===== src/rtl/pipe_pkg.sv =====
// Shared types and default geometry for the Henad pipeline sequencer.
package pipe_pkg;

   localparam int unsigned PIPE_ADDR_W   = 24;
   localparam int unsigned PIPE_STAGES   = 8;
   localparam int unsigned PIPE_ID_STAGE = 2;
   localparam int unsigned PIPE_BR_STAGE = 3;
   localparam int unsigned PIPE_RESET_PC = 0;
   localparam int unsigned PIPE_CNT_W    = 32;

   typedef enum logic [1:0] {
      SEQ_RUN        = 2'd0,
      SEQ_HALT_DRAIN = 2'd1,
      SEQ_HALTED     = 2'd2
   } seq_state_e;

endpackage


===== src/rtl/pipe_seq_valid.sv =====
// Per-stage valid chain: shift, global freeze, decode-hold bubble and
// clearing of the stages younger than the branch-resolve stage.
module pipe_seq_valid
   import pipe_pkg::*;
#(
   parameter int unsigned STAGES   = PIPE_STAGES,
   parameter int unsigned ID_STAGE = PIPE_ID_STAGE,
   parameter int unsigned BR_STAGE = PIPE_BR_STAGE
) (
   input  logic              clk,
   input  logic              rst,
   input  logic              freeze,
   input  logic              kill,
   input  logic              bubble,
   input  logic              v0_in,
   output logic [STAGES-1:0] v
);

   localparam logic [STAGES-1:0] ONES        = '1;
   localparam logic [STAGES-1:0] HOLD_MASK   = ~(ONES << (ID_STAGE + 1));
   localparam logic [STAGES-1:0] BUBBLE_MASK = ~(ONES << (ID_STAGE + 2)) & (ONES << (ID_STAGE + 1));
   // Slots 1..BR_STAGE would receive the discarded younger instructions.
   localparam logic [STAGES-1:0] KILL_MASK   = ~(ONES << (BR_STAGE + 1)) & (ONES << 1);

   logic [STAGES-1:0] v_q, v_d, shifted;

   assign shifted = {v_q[STAGES-2:0], v0_in};

   always_comb begin
      v_d = v_q;
      if (!freeze) begin
         if (kill) begin
            v_d = shifted & ~KILL_MASK;
         end else if (bubble) begin
            v_d = (v_q & HOLD_MASK) | (shifted & ~HOLD_MASK & ~BUBBLE_MASK);
         end else begin
            v_d = shifted;
         end
      end
   end

   always_ff @(posedge clk or negedge rst) begin
      if (!rst) v_q <= '0;
      else      v_q <= v_d;
   end

   assign v = v_q;

endmodule


===== src/rtl/pipe_seq.sv =====
// Pipeline sequencer: PC, redirect/flush, halt drain and restart.
// Optional performance counters are built with PIPE_SEQ_PERF_EN defined.
module pipe_seq
   import pipe_pkg::*;
#(
   parameter int unsigned ADDR_W   = PIPE_ADDR_W,
   parameter int unsigned STAGES   = PIPE_STAGES,
   parameter int unsigned ID_STAGE = PIPE_ID_STAGE,
   parameter int unsigned BR_STAGE = PIPE_BR_STAGE,
   parameter int unsigned RESET_PC = PIPE_RESET_PC
) (
   input  logic              clk,
   input  logic              rst,
   input  logic              ext_stall,
   input  logic              hazard_stall,
   input  logic              br_valid,
   input  logic [ADDR_W-1:0] br_target,
   input  logic              halt_req,
   input  logic              resume,
   input  logic [ADDR_W-1:0] resume_pc,
   output logic [ADDR_W-1:0] pc,
   output logic [STAGES-1:0] stage_en,
   output logic [STAGES-1:0] flush,
   output logic              halted
`ifdef PIPE_SEQ_PERF_EN
   ,
   output logic [PIPE_CNT_W-1:0] stall_cnt,
   output logic [PIPE_CNT_W-1:0] flush_cnt
`endif
);

   localparam logic [STAGES-1:0] ONES       = '1;
   localparam logic [STAGES-1:0] YOUNG_MASK = ~(ONES << BR_STAGE);

   seq_state_e        state_q, state_d;
   logic [ADDR_W-1:0] pc_q, pc_d;
   logic [STAGES-1:0] flush_q, flush_d;
   logic              halted_q, halted_d;
   logic [STAGES-1:0] v;
   logic              kill, bubble, v0_in;
   logic              br_ok, halt_ok;

   // Branch and HLT only count when the resolve stage holds a live instruction.
   assign br_ok   = br_valid & v[BR_STAGE];
   assign halt_ok = halt_req & v[BR_STAGE];

   always_comb begin
      state_d = state_q;
      pc_d    = pc_q;
      flush_d = '0;
      kill    = 1'b0;
      bubble  = 1'b0;
      v0_in   = 1'b0;
      if (!ext_stall) begin
         case (state_q)
            SEQ_RUN: begin
               v0_in = 1'b1;
               if (halt_ok) begin
                  kill    = 1'b1;
                  v0_in   = 1'b0;
                  flush_d = v & YOUNG_MASK;
                  state_d = SEQ_HALT_DRAIN;
               end else if (br_ok) begin
                  kill    = 1'b1;
                  flush_d = v & YOUNG_MASK;
                  pc_d    = br_target;
               end else if (hazard_stall) begin
                  bubble = 1'b1;
               end else if (v[0]) begin
                  pc_d = pc_q + ADDR_W'(1);
               end
            end
            SEQ_HALT_DRAIN: begin
               if (v[STAGES-2:0] == '0) state_d = SEQ_HALTED;
            end
            SEQ_HALTED: begin
               if (resume) begin
                  pc_d    = resume_pc;
                  v0_in   = 1'b1;
                  state_d = SEQ_RUN;
               end
            end
            default: state_d = SEQ_RUN;
         endcase
      end
      halted_d = (state_d == SEQ_HALTED);
   end

   always_ff @(posedge clk or negedge rst) begin
      if (!rst) begin
         state_q  <= SEQ_RUN;
         pc_q     <= ADDR_W'(RESET_PC);
         flush_q  <= '0;
         halted_q <= 1'b0;
      end else begin
         state_q  <= state_d;
         pc_q     <= pc_d;
         flush_q  <= flush_d;
         halted_q <= halted_d;
      end
   end

   pipe_seq_valid #(
      .STAGES  (STAGES),
      .ID_STAGE(ID_STAGE),
      .BR_STAGE(BR_STAGE)
   ) u_valid (
      .clk   (clk),
      .rst   (rst),
      .freeze(ext_stall),
      .kill  (kill),
      .bubble(bubble),
      .v0_in (v0_in),
      .v     (v)
   );

   assign pc       = pc_q;
   assign stage_en = v;
   assign flush    = flush_q;
   assign halted   = halted_q;

`ifdef PIPE_SEQ_PERF_EN
   logic [PIPE_CNT_W-1:0] stall_cnt_q, stall_cnt_d;
   logic [PIPE_CNT_W-1:0] flush_cnt_q, flush_cnt_d;

   // Saturating event counters, frozen while halted.
   always_comb begin
      stall_cnt_d = stall_cnt_q;
      flush_cnt_d = flush_cnt_q;
      if (state_q != SEQ_HALTED) begin
         if ((ext_stall || bubble) && (stall_cnt_q != '1)) stall_cnt_d = stall_cnt_q + PIPE_CNT_W'(1);
         if (kill && (flush_cnt_q != '1))                  flush_cnt_d = flush_cnt_q + PIPE_CNT_W'(1);
      end
   end

   always_ff @(posedge clk or negedge rst) begin
      if (!rst) begin
         stall_cnt_q <= '0;
         flush_cnt_q <= '0;
      end else begin
         stall_cnt_q <= stall_cnt_d;
         flush_cnt_q <= flush_cnt_d;
      end
   end

   assign stall_cnt = stall_cnt_q;
   assign flush_cnt = flush_cnt_q;
`endif

endmodule

===== config.mk =====
export PLATFORM = sky130hd
export DESIGN_NAME = pipe_seq
export DESIGN_NICKNAME = d
export VERILOG_FILES = /design/src/rtl/pipe_pkg.sv /design/src/rtl/pipe_seq_valid.sv /design/src/rtl/pipe_seq.sv
export SDC_FILE = /design/constraint.sdc
export NUM_CORES = 1
export LEC_CHECK = 0
export ABC_AREA = 1
export BUFFER_PORTS_ARGS = -buffer_cell sky130_fd_sc_hd__buf_2
export CAP_MARGIN = 15
export CORE_AREA = 2 2 82 84
export CTS_CLUSTER_SIZE = 20
export DETAILED_ROUTE_END_ITERATION = 8
export DIE_AREA = 0 0 84 86
export HOLD_SLACK_MARGIN = 0.12
export PLACE_DENSITY_LB_ADDON = 0.05
export SLEW_MARGIN = 20
export SYNTH_ARGS = -nofsm -noshare
export SYNTH_HDL_FRONTEND = slang
export SYNTH_SLANG_ARGS = --single-unit
export TNS_END_PERCENT = 10

===== constraint.sdc =====
create_clock -name clk -period 1.4 [get_ports clk]
set_input_delay 0 -clock clk [delete_from_list [all_inputs] [get_ports clk]]
set_output_delay 0 -clock clk [all_outputs]
set_load 0.01 [all_outputs]

## Word-level counts from Yosys, hierarchy flattened

Index checks and enable logic that the tools add are counted.

- Memory bits (read-only): 0
- Word-level logic and storage cells: 50
- Latch bits: 0
- Memories: 0
- Bits of input ports: 55
- Bits in writable memories: 0
- Register bits after elaboration: 43

- Multipliers: 0
- Mux-type cells: 29
- Reductions and logical operators: 4
- Bitwise gates (word level): 4
- Div/mod/pow operators: 0
- Equality and inequality tests: 7
- Shift-type cells: 0
- Magnitude comparators: 0
- $add $sub $neg: 1

Operator list:

| kind | number |
|---|---|
| $mux 24 | 5 |
| $pmux 24 s2 | 1 |
| $add 24x1->24 const B | 1 |
| $mux 8 | 3 |
| $mux 1 | 11 |
| $mux 3 | 3 |
| $mux 2 | 4 |
| $or 3x8->8 | 1 |
| $logic_not 7->1 | 1 |
| $pmux 2 s3 | 1 |
| $reduce_and 6->1 | 1 |
| $eq 2x2->1 const B | 2 |
| $ne 2x2->1 const B | 2 |
| $ne 3x2->1 const B | 1 |
| $ne 3x3->1 const B | 1 |
| $and 1x1->1 | 2 |
| $eq 2x1->1 const B | 1 |
| $logic_not 2->1 | 1 |
| $pmux 1 s2 | 1 |
| $reduce_bool 2->1 | 1 |
| $not 1->1 | 1 |

## Longest topological paths before layout

Gate-level depths: netlist (run 1).

- Depth in word-level cells: 7
- Depth in mapped cells: 11
- Gate-level depth less buffers: 10

## By module

From an unflattened synthesis (run 1), not the netlist that was laid out.

- Cells, all modules: 418
- Area, all modules: 2802.7 um2

By module, submodules not included:

| module | seq. area each (um2) | cells each | area an instance (um2) | times used |
|---|---|---|---|---|
| pipe_seq | 750.7 | 381 | 2486.1 | 1 |
| pipe_seq_valid | 200.2 | 37 | 316.6 | 1 |

## Worst setup path before layout (run 1)

Ideal clock, no wire load.

- Path kind: register -> register
- Start: register state_q[1]
- End: register pc_q[8] (netlist: pc[8])
- Arrival: 1378 ps
- Stages on the path, launching flop included: 10
- Slack: -100 ps
- Clock period less this slack: 1500 ps
- Setup time: 121 ps
- Buffers on the path: 1
- Path through: dfrtp_1 > nor2_1 > nand2_1 > a21oi_4 > nor2_8 > inv_4 > buf_6 > nor2_1 > nand2_1 > o21ai_1

- Word-level cells in the longest chain between the ends: 3
- Elaborated cells on any way between the ends: 9
- Classes of those cells: eq/ne: 5; mux: 1; reduce/logical: 3

RTL lines:

| item | RTL line | RTL |
|---|---|---|
| from (decl) | pipe_seq.sv:35 | `seq_state_e state_q, state_d;` |
| from (signal assigned) | pipe_seq.sv:96 | `state_q <= state_d;` |
| $eq 2x2->1 or $logic_not 2->1 (tied branches) | pipe_seq.sv:55 | `case (state_q)` |
| $ne 2x2->1 (no source line), or another cell as far along | -- |  |
| $reduce_and 6->1 (no source line) | -- |  |
| to (signal assigned) | pipe_seq.sv:92 | `pc_q <= ADDR_W'(RESET_PC);` |
| to (signal assigned) | pipe_seq.sv:97 | `pc_q <= pc_d;` |
| to (decl) | pipe_seq.sv:36 | `logic [ADDR_W-1:0] pc_q, pc_d;` |

Several ways; a longest one is shown, not always the timed one.
A chain may end at the register's enable or synchronous reset.

## Worst setup path after layout (run 1)

- Start: register state_q[1]
- End: register pc_q[0] (netlist: pc[0])

The elaborated chain is that of the path after synthesis.

==> impl_summary.log, run 1 <==
[metrics] result of the run: finished with violations
[metrics] violated checks: setup timing
[metrics] number of hold-slack violations in the final timing report: 0
[metrics] height of the die: 86 microns
[metrics] worst reg-to-reg setup slack: -140 ps
[metrics] detailed placer's ending HPWL: 6.322 mm
[metrics] effective utilization at floorplan: 44.13%
[metrics] DRC violation count after routing: 0
[metrics] Pwr per Cell Area: 1593 mW/mm^2
[metrics] later-pin clock latency in the skew report: 300 ps
[metrics] r2r startpoint: state_q[1]
[metrics] DIE AREA: 0.007224 sq mm
[metrics] number of distinct library cells after synthesis: 31
[metrics] Place WS: -152.7 ps
[metrics] pin count of the biggest net entering global routing: 27
[metrics] number of clock buffers inserted by TritonCTS: 5
[metrics] kind of critical path: flip-flop to flip-flop
[metrics] routability congestion estimate: 0.9099
[metrics] number of global-route vias before repair: 3271
[metrics] critical path depth in cells: 8
[metrics] master of the slowest instance on the critical path: sky130_fd_sc_hd__dfrtp_1
[metrics] number of port buffers: 90
[metrics] Final Routed Wirelength: 9.091 mm
[metrics] count of cells along the worst register-to-register path: 8
[metrics] number of antenna-violating nets in the routed design: 0
[metrics] most frequent cells in the layout: sky130_fd_sc_hd__nand2_1, sky130_fd_sc_hd__buf_2, sky130_fd_sc_hd__nor2_1
[metrics] transition time of the tightest slew-check pin: 536.2 ps
[metrics] total number of placement rows: 29
[metrics] share of post-route cells with drive strength above 1: 36.67%
[metrics] capture point of the worst reg-to-reg path: pc[0]
[metrics] total track usage: 25.40%
[metrics] Critical path origin: state_q[1]
[metrics] setup repair after global routing missed its margin: true
[metrics] Worst Hold Margin: 142.4 ps
[metrics] Post-Route Skew: 7.939 ps
[metrics] Clock Tree Buf Depth: 2
[metrics] highest net fanout along the worst path: 8
[metrics] Iter 0 DRT Violations: 138
[metrics] arrival time of data at the critical path endpoint: 1760 ps
[metrics] VDD IR-drop max: 0.0008889 V
[metrics] number of antenna violations at the first check in global routing: 0
[metrics] relative slew slack: 64.25%
[metrics] first-pass iteration count of the detailed router: 4
[metrics] synth warn: 0
[metrics] clock slew at the register clock pins of the worst setup and hold paths: 80 ps
[metrics] post-layout minimum cycle time: 1541 ps
[metrics] routed via count: 3310
[metrics] CP Capture Type: flip-flop
[metrics] DR vias/cell: 4.889
[metrics] Post-Synthesis Cells: 412
[metrics] classification of the worst-slack hold path: input port to flip-flop
[metrics] nets@finish: 655
[metrics] total setup violations reported at the end of the flow: 25
[metrics] CTS root buffer: sky130_fd_sc_hd__clkbuf_8
[metrics] mapped cell area: 0.002770 sq mm
[metrics] num ports: 96
[metrics] wire per inst: 13.43 microns
[metrics] worst stage delay on the critical path: 450 ps
[metrics] reported max-cap violation count: 0
[metrics] total global routing overflow: 0
[metrics] core region area: 0.006277 sq mm
[metrics] number of storage elements in the synthesis netlist: 38
[metrics] part of the Yosys area used for sequential elements: 34.33%
[metrics] Worst path most repeated cell: sky130_fd_sc_hd__buf_6
[metrics] width of the die: 84 microns
[metrics] Final Slew Violations: 0
[metrics] Worst Setup EP: pc[0]
[metrics] Largest delay share family, worst path: flip-flops
[metrics] count of buffer and inverter cells on the critical path: 2
[metrics] post-layout worst setup margin: -141.3 ps
[metrics] achievable frequency: 648.8 MHz
[metrics] synth-to-layout area growth: 62.87%
[metrics] CP startpoint kind: flip-flop
[metrics] wire length of the first global-routing pass: 14.92 mm
[metrics] count of inserted antenna diode cells: 0
[metrics] leakage dissipation: 2.255 nW
[metrics] CTS tree: built
[metrics] H-Tree Level Count: 2
[metrics] mean post-synth cell area: 6.724 sq um
[metrics] Critical Path, Cell by Cell: nor2_2, buf_6, a21oi_4, nand2_2, nor2_8, buf_6, o211ai_1, o21ai_1
[metrics] Required @ worst endpoint: 1620 ps
[metrics] most common cell after layout, fill and taps aside: sky130_fd_sc_hd__nand2_1
[metrics] clock tree sinks: 38
[metrics] period utilization: 110.1%
[cells by family after synthesis]
family / count (synthesis) / synth area share (%)
AO/OA/AOI/OAI: 68 / 17.66
adder cells (fa/ha/maj): 1 / 0.4516
other: 1 / 0.1354
buffers and inverters: 58 / 9.440
flip-flops: 38 / 34.33
XOR/XNOR: 5 / 1.581
AND/OR/NAND/NOR: 241 / 36.41
[state kept, by name (all words and copies together) (netlist names)]
signal     cells
u_valid.v      8
halted         1
state_q        2
flush          3
pc            24
[through the flow]
stage	TNS (ps)	util (%)	power, mW	instance area, sq um	std cells
after global placement	-1982	58.06	5.523	3645	615
final	-2193	71.88	7.186	4512	677
after detailed placement	-2442	58.06	5.592	3645	615
after floorplan	-328.1	-	3.944	2790	416
after CTS	-1812	69.60	6.978	4369	675
after global routing	-4562	71.88	7.769	4512	677
[power breakdown]
| part | internal [mW] | switching, mW | total (mW) | leakage (nW) |
|---|---|---|---|---|
| clock network | 0.715 | 0.442 | 1.16 | 0.0683 |
| registers | 1.50 | 0.449 | 1.95 | 0.450 |
| logic | 1.89 | 2.20 | 4.08 | 1.74 |
[worst register-to-register path, cell delays in order, from the launching register on]
cell and delay (ps):
sky130_fd_sc_hd__dfrtp_1 450, sky130_fd_sc_hd__nor2_2 70, sky130_fd_sc_hd__buf_6 120, sky130_fd_sc_hd__a21oi_4 150, sky130_fd_sc_hd__nand2_2 100, sky130_fd_sc_hd__nor2_8 180, sky130_fd_sc_hd__buf_6 160, sky130_fd_sc_hd__o211ai_1 110
sky130_fd_sc_hd__o21ai_1 120
[routing by layer]
metal / GRT usage (%) / wire, microns
met5: 0 / 0
met4: 7.625 / 104
met3: 3.561 / 411
met2: 45.38 / 4661
met1: 31.98 / 3913
[what timing repair did]
item | in CTS | in global routing
setup endpoints to repair | 27 | 30
pin swaps | 7 | 8
buffers inserted | 2 | 2
hold buffers | 50 | 0
gates resized for setup | 20 | 37
endpoints found under the hold margin | 47 | 0
[layout make-up]
class                           count  area (sq um)
Multi-Input combinational cell    320          1728
Clock inverter                      3         68.82
Tap cell                           77         96.34
Sequential cell                    38         950.9
Fill cell                         536          1765
Clock buffer                        5         68.82
Timing Repair Buffer              195          1440
Inverter                           39         158.9
[how the worst min path moves through the flow]
stage	start	endpoint	slack, ps	cells past startpoint
floorplan	rst	flush[0]	-300	0
global placement	rst	pc[2]	-1	1
detailed placement	rst	pc[2]	20	1
CTS	br_target[0]	pc[0]	140	5
global route	br_target[11]	pc[11]	170	5
finish	br_target[11]	pc[11]	140	5
[cell usage after synthesis]
library cell	count	area, sq um
sky130_fd_sc_hd__nor2_8	1	20.02
sky130_fd_sc_hd__o21ai_1	2	10.01
sky130_fd_sc_hd__clkbuf_1	2	7.510
sky130_fd_sc_hd__nor2_2	1	6.260
sky130_fd_sc_hd__o211ai_1	6	45.04
sky130_fd_sc_hd__buf_4	5	37.54
sky130_fd_sc_hd__nand2_4	1	11.26
sky130_fd_sc_hd__o22ai_1	1	6.260
sky130_fd_sc_hd__and2_1	1	6.260
sky130_fd_sc_hd__nand2_2	1	6.260
sky130_fd_sc_hd__buf_6	2	22.52
sky130_fd_sc_hd__o21ai_0	20	100.1
sky130_fd_sc_hd__ha_1	1	12.51
sky130_fd_sc_hd__inv_1	38	142.6
sky130_fd_sc_hd__a21oi_1	4	20.02
sky130_fd_sc_hd__dfrtp_1	38	950.9
sky130_fd_sc_hd__a21oi_2	31	271.5
sky130_fd_sc_hd__nand3_1	29	145.1
sky130_fd_sc_hd__inv_4	1	6.260
sky130_fd_sc_hd__nand4_1	6	37.54
sky130_fd_sc_hd__nor2_1	94	352.8
sky130_fd_sc_hd__nor3_1	2	10.01
sky130_fd_sc_hd__nand3b_1	5	37.54
sky130_fd_sc_hd__o21bai_1	1	7.510
sky130_fd_sc_hd__nand2_1	100	375.4
sky130_fd_sc_hd__xor2_1	5	43.79
sky130_fd_sc_hd__a21oi_4	1	16.27
sky130_fd_sc_hd__buf_1	4	15.01
sky130_fd_sc_hd__a31oi_1	2	12.51
sky130_fd_sc_hd__conb_1	1	3.750
sky130_fd_sc_hd__buf_2	6	30.03
(Power assumes the default switching activity.)
==> inputs of run 2 (changes only) <==
--- a/config.mk
+++ b/config.mk
@@ -8,10 +8,11 @@
 export ABC_AREA = 1
 export BUFFER_PORTS_ARGS = -buffer_cell sky130_fd_sc_hd__buf_2
 export CAP_MARGIN = 15
-export CORE_AREA = 2 2 82 84
+export CORE_AREA = 5 5 85 87
+export CTS_BUF_LIST = sky130_fd_sc_hd__clkbuf_8
 export CTS_CLUSTER_SIZE = 20
 export DETAILED_ROUTE_END_ITERATION = 8
-export DIE_AREA = 0 0 84 86
+export DIE_AREA = 0 0 90 92
 export HOLD_SLACK_MARGIN = 0.12
 export PLACE_DENSITY_LB_ADDON = 0.05
 export SLEW_MARGIN = 20
==> impl_summary.log, run 2 (synthesized netlist as in run 1, its figures left out) <==
[metrics] Largest delay share family, worst path: flip-flops
[metrics] arrival time of data at the critical path endpoint: 1720 ps
[metrics] first-pass iteration count of the detailed router: 4
[metrics] routed via count: 3409
[metrics] width of the die: 90 microns
[metrics] Iter 0 DRT Violations: 168
[metrics] height of the die: 92 microns
[metrics] highest net fanout along the worst path: 12
[metrics] Required @ worst endpoint: 1620 ps
[metrics] CTS root buffer: sky130_fd_sc_hd__clkbuf_8
[metrics] violated checks: setup timing
[metrics] DRC violation count after routing: 0
[metrics] VDD IR-drop max: 0.0008479 V
[metrics] nets@finish: 664
[metrics] count of inserted antenna diode cells: 0
[metrics] Final Slew Violations: 0
[metrics] sum of internal, switching and leakage power: 7.309 mW
[metrics] DR vias/cell: 4.969
[metrics] effective utilization at floorplan: 44.13%
[metrics] period utilization: 107.0%
[metrics] number of antenna-violating nets in the routed design: 0
[metrics] num ports: 96
[metrics] total global routing overflow: 0
[metrics] wire length of the first global-routing pass: 16.39 mm
[metrics] final core utilization: 72.27%
[metrics] achievable frequency: 667.4 MHz
[metrics] most common cell after layout, fill and taps aside: sky130_fd_sc_hd__nand2_1
[metrics] clock slew at the register clock pins of the worst setup and hold paths: 90 ps
[metrics] Final Routed Wirelength: 9.748 mm
[metrics] result of the run: finished with violations
[metrics] max reg flops: 24
[metrics] CP startpoint kind: flip-flop
[metrics] pin count of the biggest net entering global routing: 27
[metrics] number of clock buffers inserted by TritonCTS: 5
[metrics] synth-to-layout area growth: 63.78%
[metrics] number of global-route vias before repair: 3495
[metrics] count of buffer and inverter cells on the critical path: 2
[metrics] Clock Tree Buf Depth: 2
[metrics] post-layout minimum cycle time: 1498 ps
[metrics] total number of placement rows: 29
[metrics] classification of the worst-slack hold path: input port to flip-flop
[metrics] detailed placer's ending HPWL: 6.725 mm
[metrics] leakage dissipation: 2.287 nW
[metrics] share of post-route cells with drive strength above 1: 38.59%
[metrics] routability congestion estimate: 0.8593
[metrics] CP Capture Type: flip-flop
[metrics] CTS tree: built
[metrics] kind of critical path: flip-flop to flip-flop
[metrics] Worst path most repeated cell: sky130_fd_sc_hd__a21oi_2
[metrics] reported max-cap violation count: 0
[metrics] total setup violations reported at the end of the flow: 25
[metrics] number of antenna violations at the first check in global routing: 0
[metrics] most frequent cells in the layout: sky130_fd_sc_hd__nand2_1, sky130_fd_sc_hd__buf_2, sky130_fd_sc_hd__nor2_1
[metrics] DIE AREA: 0.008280 sq mm
[metrics] total track usage: 23.34%
[metrics] core region area: 0.006277 sq mm
[metrics] Pwr per Cell Area: 1611 mW/mm^2
[metrics] number of port buffers: 90
[metrics] H-Tree Level Count: 2
[metrics] Post-Route Skew: 11.77 ps
[metrics] wire per inst: 14.21 microns
[metrics] master of the slowest instance on the critical path: sky130_fd_sc_hd__dfrtp_1
[metrics] Critical Path, Cell by Cell: nor2_4, nand2_2, a21oi_4, nor2_8, inv_6, buf_12, a21oi_2, a21oi_2
[metrics] clock tree sinks: 38
[metrics] post-layout worst setup margin: -98.24 ps
[metrics] number of hold-slack violations in the final timing report: 0
[metrics] total area of sequential cells: 954.7 sq um
[metrics] setup repair after global routing missed its margin: true
[metrics] number of filler cells placed in the layout: 520
[metrics] later-pin clock latency in the skew report: 300 ps
[metrics] worst stage delay on the critical path: 440 ps
[metrics] multi-input combinational cell area: 0.001710 sq mm
==> run 2: changes by cell type in the layout (fill, tap and decap cells not counted), sizes merged <==
cell	delta
dlygate4sd3	-3
clkbuf	+1
buf	+11
==> run 2: metrics by stage <==
stage	setup TNS [ps]	setup WS (ps)	area (sq um)	hold slack, ps	cells
floorplan	-328.1	-24.45	2790	-295.6	416
global placement	-1206	-98.26	3652	-63.69	616
detailed placement	-1852	-127.0	3652	-55.14	616
CTS	-1617	-100.7	4428	126.0	684
global route	-4346	-204.7	4537	145.3	686
finish	-1761	-98.24	4537	133.6	686
==> run 2: worst register-to-register path, delay by kind of cell (launching register included) <==
family | cells | cell delay (ps)
AO/OA/AOI/OAI | 3 | 360
buffers and inverters | 2 | 250
flip-flops | 1 | 440
AND/OR/NAND/NOR | 3 | 370
==> run 2: what timing repair did <==
action	4_1_cts	5_1_grt
endpoints found under the setup margin	25	29
resized for setup	21	26
setup buffers	13	1
hold buffers	47	0
gates cloned	0	1
pin swaps	6	8
endpoints found under the hold margin	66	0
==> run 2: path summary, 6_finish.rpt <==
kind / start / endpoint / slack [ps] / depth (start not counted)
worst max-delay path: state_q[0] / pc[22] / -100 / 8
worst min-delay path: br_target[20] / pc[20] / 130 / 5
worst max register to register: state_q[0] / pc[22] / -100 / 8
worst min register to register: u_valid.v[7] / u_valid.v[7] / 490 / 2
max in group asynchronous: rst / state_q[1] / 640 / 3
min in group asynchronous: rst / pc[10] / 150 / 2
==> run 2: layer usage <==
metal | vias up | wire length [microns] | global-route usage [%] | share of wire, %
li1 | 1703 | - | - | -
met1 | 1580 | 4181 | 29.06 | 43
met2 | 112 | 4911 | 42.20 | 50
met3 | 14 | 486 | 4.010 | 5.0
met4 | 0 | 169 | 5.211 | 1.7
met5 | - | 0 | 0 | 0
==> run 2: where the power goes <==
part           internal (mW)  switching, mW
Sequential              1.50          0.464
Combinational           1.93           2.24
Clock                  0.715          0.457
Total                   4.14           3.16
==> run 2: cell type report <==
cell class,instances,area share [%]
Sequential cell,38,21.04
Clock inverter,3,1.517
Multi-Input combinational cell,320,37.70
Clock buffer,5,1.517
Inverter,39,3.337
Timing Repair Buffer,204,32.76
Tap cell,77,2.124
==> inputs of run 3 (changes only) <==
--- a/config.mk
+++ b/config.mk
@@ -8,11 +8,13 @@
 export ABC_AREA = 1
 export BUFFER_PORTS_ARGS = -buffer_cell sky130_fd_sc_hd__buf_2
 export CAP_MARGIN = 15
-export CORE_AREA = 5 5 85 87
+export CELL_PAD_IN_SITES_DETAIL_PLACEMENT = 1
+export CELL_PAD_IN_SITES_GLOBAL_PLACEMENT = 2
+export CORE_AREA = 5 5 114 116
 export CTS_BUF_LIST = sky130_fd_sc_hd__clkbuf_8
 export CTS_CLUSTER_SIZE = 20
 export DETAILED_ROUTE_END_ITERATION = 8
-export DIE_AREA = 0 0 90 92
+export DIE_AREA = 0 0 119 121
 export HOLD_SLACK_MARGIN = 0.12
 export PLACE_DENSITY_LB_ADDON = 0.05
 export SLEW_MARGIN = 20
==> impl_summary.log, run 3 (synthesized netlist as in run 1, its figures left out) <==
[metrics] highest net fanout along the worst path: 6
[metrics] Post-Route Skew: 11.10 ps
[metrics] kind of critical path: flip-flop to flip-flop
[metrics] routability congestion estimate: 0.7764
[metrics] final core utilization: 40.59%
[metrics] result of the run: finished with violations
[metrics] number of port buffers: 90
[metrics] synth-to-layout area growth: 73.08%
[metrics] worst stage delay on the critical path: 440 ps
[metrics] DRC violation count after routing: 0
[metrics] max reg flops: 24
[metrics] later-pin clock latency in the skew report: 320 ps
[metrics] worst reg-to-reg setup slack: -130 ps
[metrics] total global routing overflow: 0
[metrics] detailed placer's ending HPWL: 8.408 mm
[metrics] number of clock buffers inserted by TritonCTS: 5
[metrics] Clock Tree Buf Depth: 2
[metrics] Post-Layout Cell Count: 767
[metrics] leakage dissipation: 2.342 nW
[metrics] violated checks: setup timing
[metrics] total track usage: 16.62%
[metrics] Critical path origin: state_q[1]
[metrics] total number of placement rows: 40
[metrics] post-layout worst setup margin: -133.0 ps
[metrics] classification of the worst-slack hold path: input port to async pin
[metrics] most frequent cells in the layout: sky130_fd_sc_hd__nand2_1, sky130_fd_sc_hd__buf_2, sky130_fd_sc_hd__nor2_1
[metrics] post-layout minimum cycle time: 1533 ps
[metrics] count of cells along the worst register-to-register path: 10
[metrics] count of inserted antenna diode cells: 0
[metrics] Final Slew Violations: 0
[metrics] number of global-route vias before repair: 3698
[metrics] Final Routed Wirelength: 11.90 mm
[metrics] CTS root buffer: sky130_fd_sc_hd__clkbuf_8
[metrics] width of the die: 119 microns
[metrics] relative slew slack: 61.23%
[metrics] CP startpoint kind: flip-flop
[metrics] wire per inst: 15.52 microns
[metrics] number of hold-slack violations in the final timing report: 0
[metrics] Required @ worst endpoint: 1640 ps
[metrics] DIE AREA: 0.01440 sq mm
[metrics] number of antenna-violating nets in the routed design: 0
[metrics] transition time of the tightest slew-check pin: 581.6 ps
[metrics] number of filler cells placed in the layout: 1484
[metrics] Iter 0 DRT Violations: 87
[metrics] sum of internal, switching and leakage power: 7.666 mW
[metrics] period utilization: 109.5%
[metrics] Placed Instance Area: 0.003780 sq mm
[metrics] wire length of the first global-routing pass: 18.86 mm
[metrics] first-pass iteration count of the detailed router: 4
[metrics] number of antenna violations at the first check in global routing: 0
[metrics] arrival time of data at the critical path endpoint: 1780 ps
[metrics] H-Tree Level Count: 2
[metrics] VDD IR-drop max: 0.0005340 V
[metrics] master of the slowest instance on the critical path: sky130_fd_sc_hd__dfrtp_2
[metrics] Pwr per Cell Area: 1599 mW/mm^2
[metrics] dpl cells: 693
[metrics] effective utilization at floorplan: 23.45%
[metrics] most common cell after layout, fill and taps aside: sky130_fd_sc_hd__nand2_1
[metrics] routed via count: 3415
[metrics] CP Capture Type: flip-flop
[metrics] num ports: 96
[metrics] capture point of the worst reg-to-reg path: pc[8]
[metrics] DR vias/cell: 4.452
[metrics] nets@finish: 675
[metrics] total setup violations reported at the end of the flow: 25
[metrics] final design area excluding fillers: 0.004795 sq mm
[metrics] setup repair after global routing missed its margin: true
[metrics] CTS tree: built
[metrics] core region area: 0.01181 sq mm
[metrics] Worst Hold Margin: 279.7 ps
[metrics] r2r startpoint: state_q[1]
[metrics] reported max-cap violation count: 0
[metrics] clock tree sinks: 38
[metrics] pin count of the biggest net entering global routing: 39
[metrics] achievable frequency: 652.3 MHz
[metrics] Worst Setup EP: pc[8]
[metrics] height of the die: 121 microns
[metrics] Critical Path, Cell by Cell: nor2_4, buf_6, a21oi_4, nand2_2, nor2_8, buf_6, inv_12, nor2_4, nand2_1, o21ai_1
[metrics] clock slew at the register clock pins of the worst setup and hold paths: 90 ps
[metrics] share of post-route cells with drive strength above 1: 38.87%
run 3: changes by cell type in the layout (fill, tap and decap cells not counted), moves of 2 or more:
| cell | change |
|---|---|
| sky130_fd_sc_hd__a21oi_2 | -7 |
| sky130_fd_sc_hd__a21oi_4 | +5 |
| sky130_fd_sc_hd__nor2_4 | +2 |
| sky130_fd_sc_hd__nor2_1 | -3 |
| sky130_fd_sc_hd__inv_12 | +2 |
| sky130_fd_sc_hd__a21oi_1 | +2 |
| sky130_fd_sc_hd__buf_6 | +2 |
| sky130_fd_sc_hd__nand2_1 | +2 |
| sky130_fd_sc_hd__dlygate4sd3_1 | +5 |
run 3: worst min-delay path by stage:
| stage | to | depth (start not counted) |
|---|---|---|
| 2_1_floorplan | flush[0] | 0 |
| 3_3_place_gp | pc[17] | 2 |
| 3_5_place_dp | pc[17] | 2 |
| 4_1_cts | pc[19] | 3 |
| 5_1_grt | pc[17] | 3 |
| 6_report | pc[17] | 3 |
run 3: power breakdown:
| group | total (mW) | internal [mW] | switching [mW] |
|---|---|---|---|
| logic | 4.54 | 2.11 | 2.43 |
| clock network | 1.22 | 0.715 | 0.501 |
| registers | 1.91 | 1.50 | 0.414 |
| total | 7.67 | 4.32 | 3.35 |
run 3: critical path, delay by kind of cell (launching register included):
| kind | cells | cell delay, ps |
|---|---|---|
| simple gates | 5 | 510 |
| buf+inv | 3 | 320 |
| compound gates | 2 | 200 |
| flops | 1 | 440 |
run 3: layer usage:
metal / global-route usage [%] / part of all wire, % / up-vias / wire length, microns
met4: 4.634 / 1.4 / 0 / 166
li1: - / - / 1722 / -
met2: 29.18 / 50 / 66 / 5963
met3: 4.056 / 4.1 / 12 / 492
met1: 20.18 / 44 / 1615 / 5282
met5: 0 / 0 / - / 0
run 3: layout make-up:
cell class / instances / area (sq um) / share of cell area (%)
multi-input cells: 320 / 1757 / 36.64
repair buffers: 213 / 1577 / 32.88
flip-flops and latches: 38 / 953.4 / 19.89
well taps: 147 / 183.9 / 3.836
inverters: 39 / 158.9 / 3.314
clock buffers: 5 / 68.82 / 1.435
clock inverters: 3 / 68.82 / 1.435
repair inverters: 2 / 27.53 / 0.5741
run 3: metrics by stage:
step	TNS, ps	setup slack [ps]
floorplan	-328.1	-24.45
detailed placement	-3587	-209.9
global route	-4969	-233.4
global placement	-2749	-190.7
finish	-2685	-133.0
CTS	-2652	-156.3
run 3: what timing repair did:
action | in CTS | in global routing
gates cloned | 2 | 0
pin swaps | 3 | 14
endpoints found under the hold margin | 66 | 0
endpoints found under the setup margin | 26 | 29
buffers inserted | 6 | 6
hold buffers | 52 | 0
resized for setup | 30 | 36
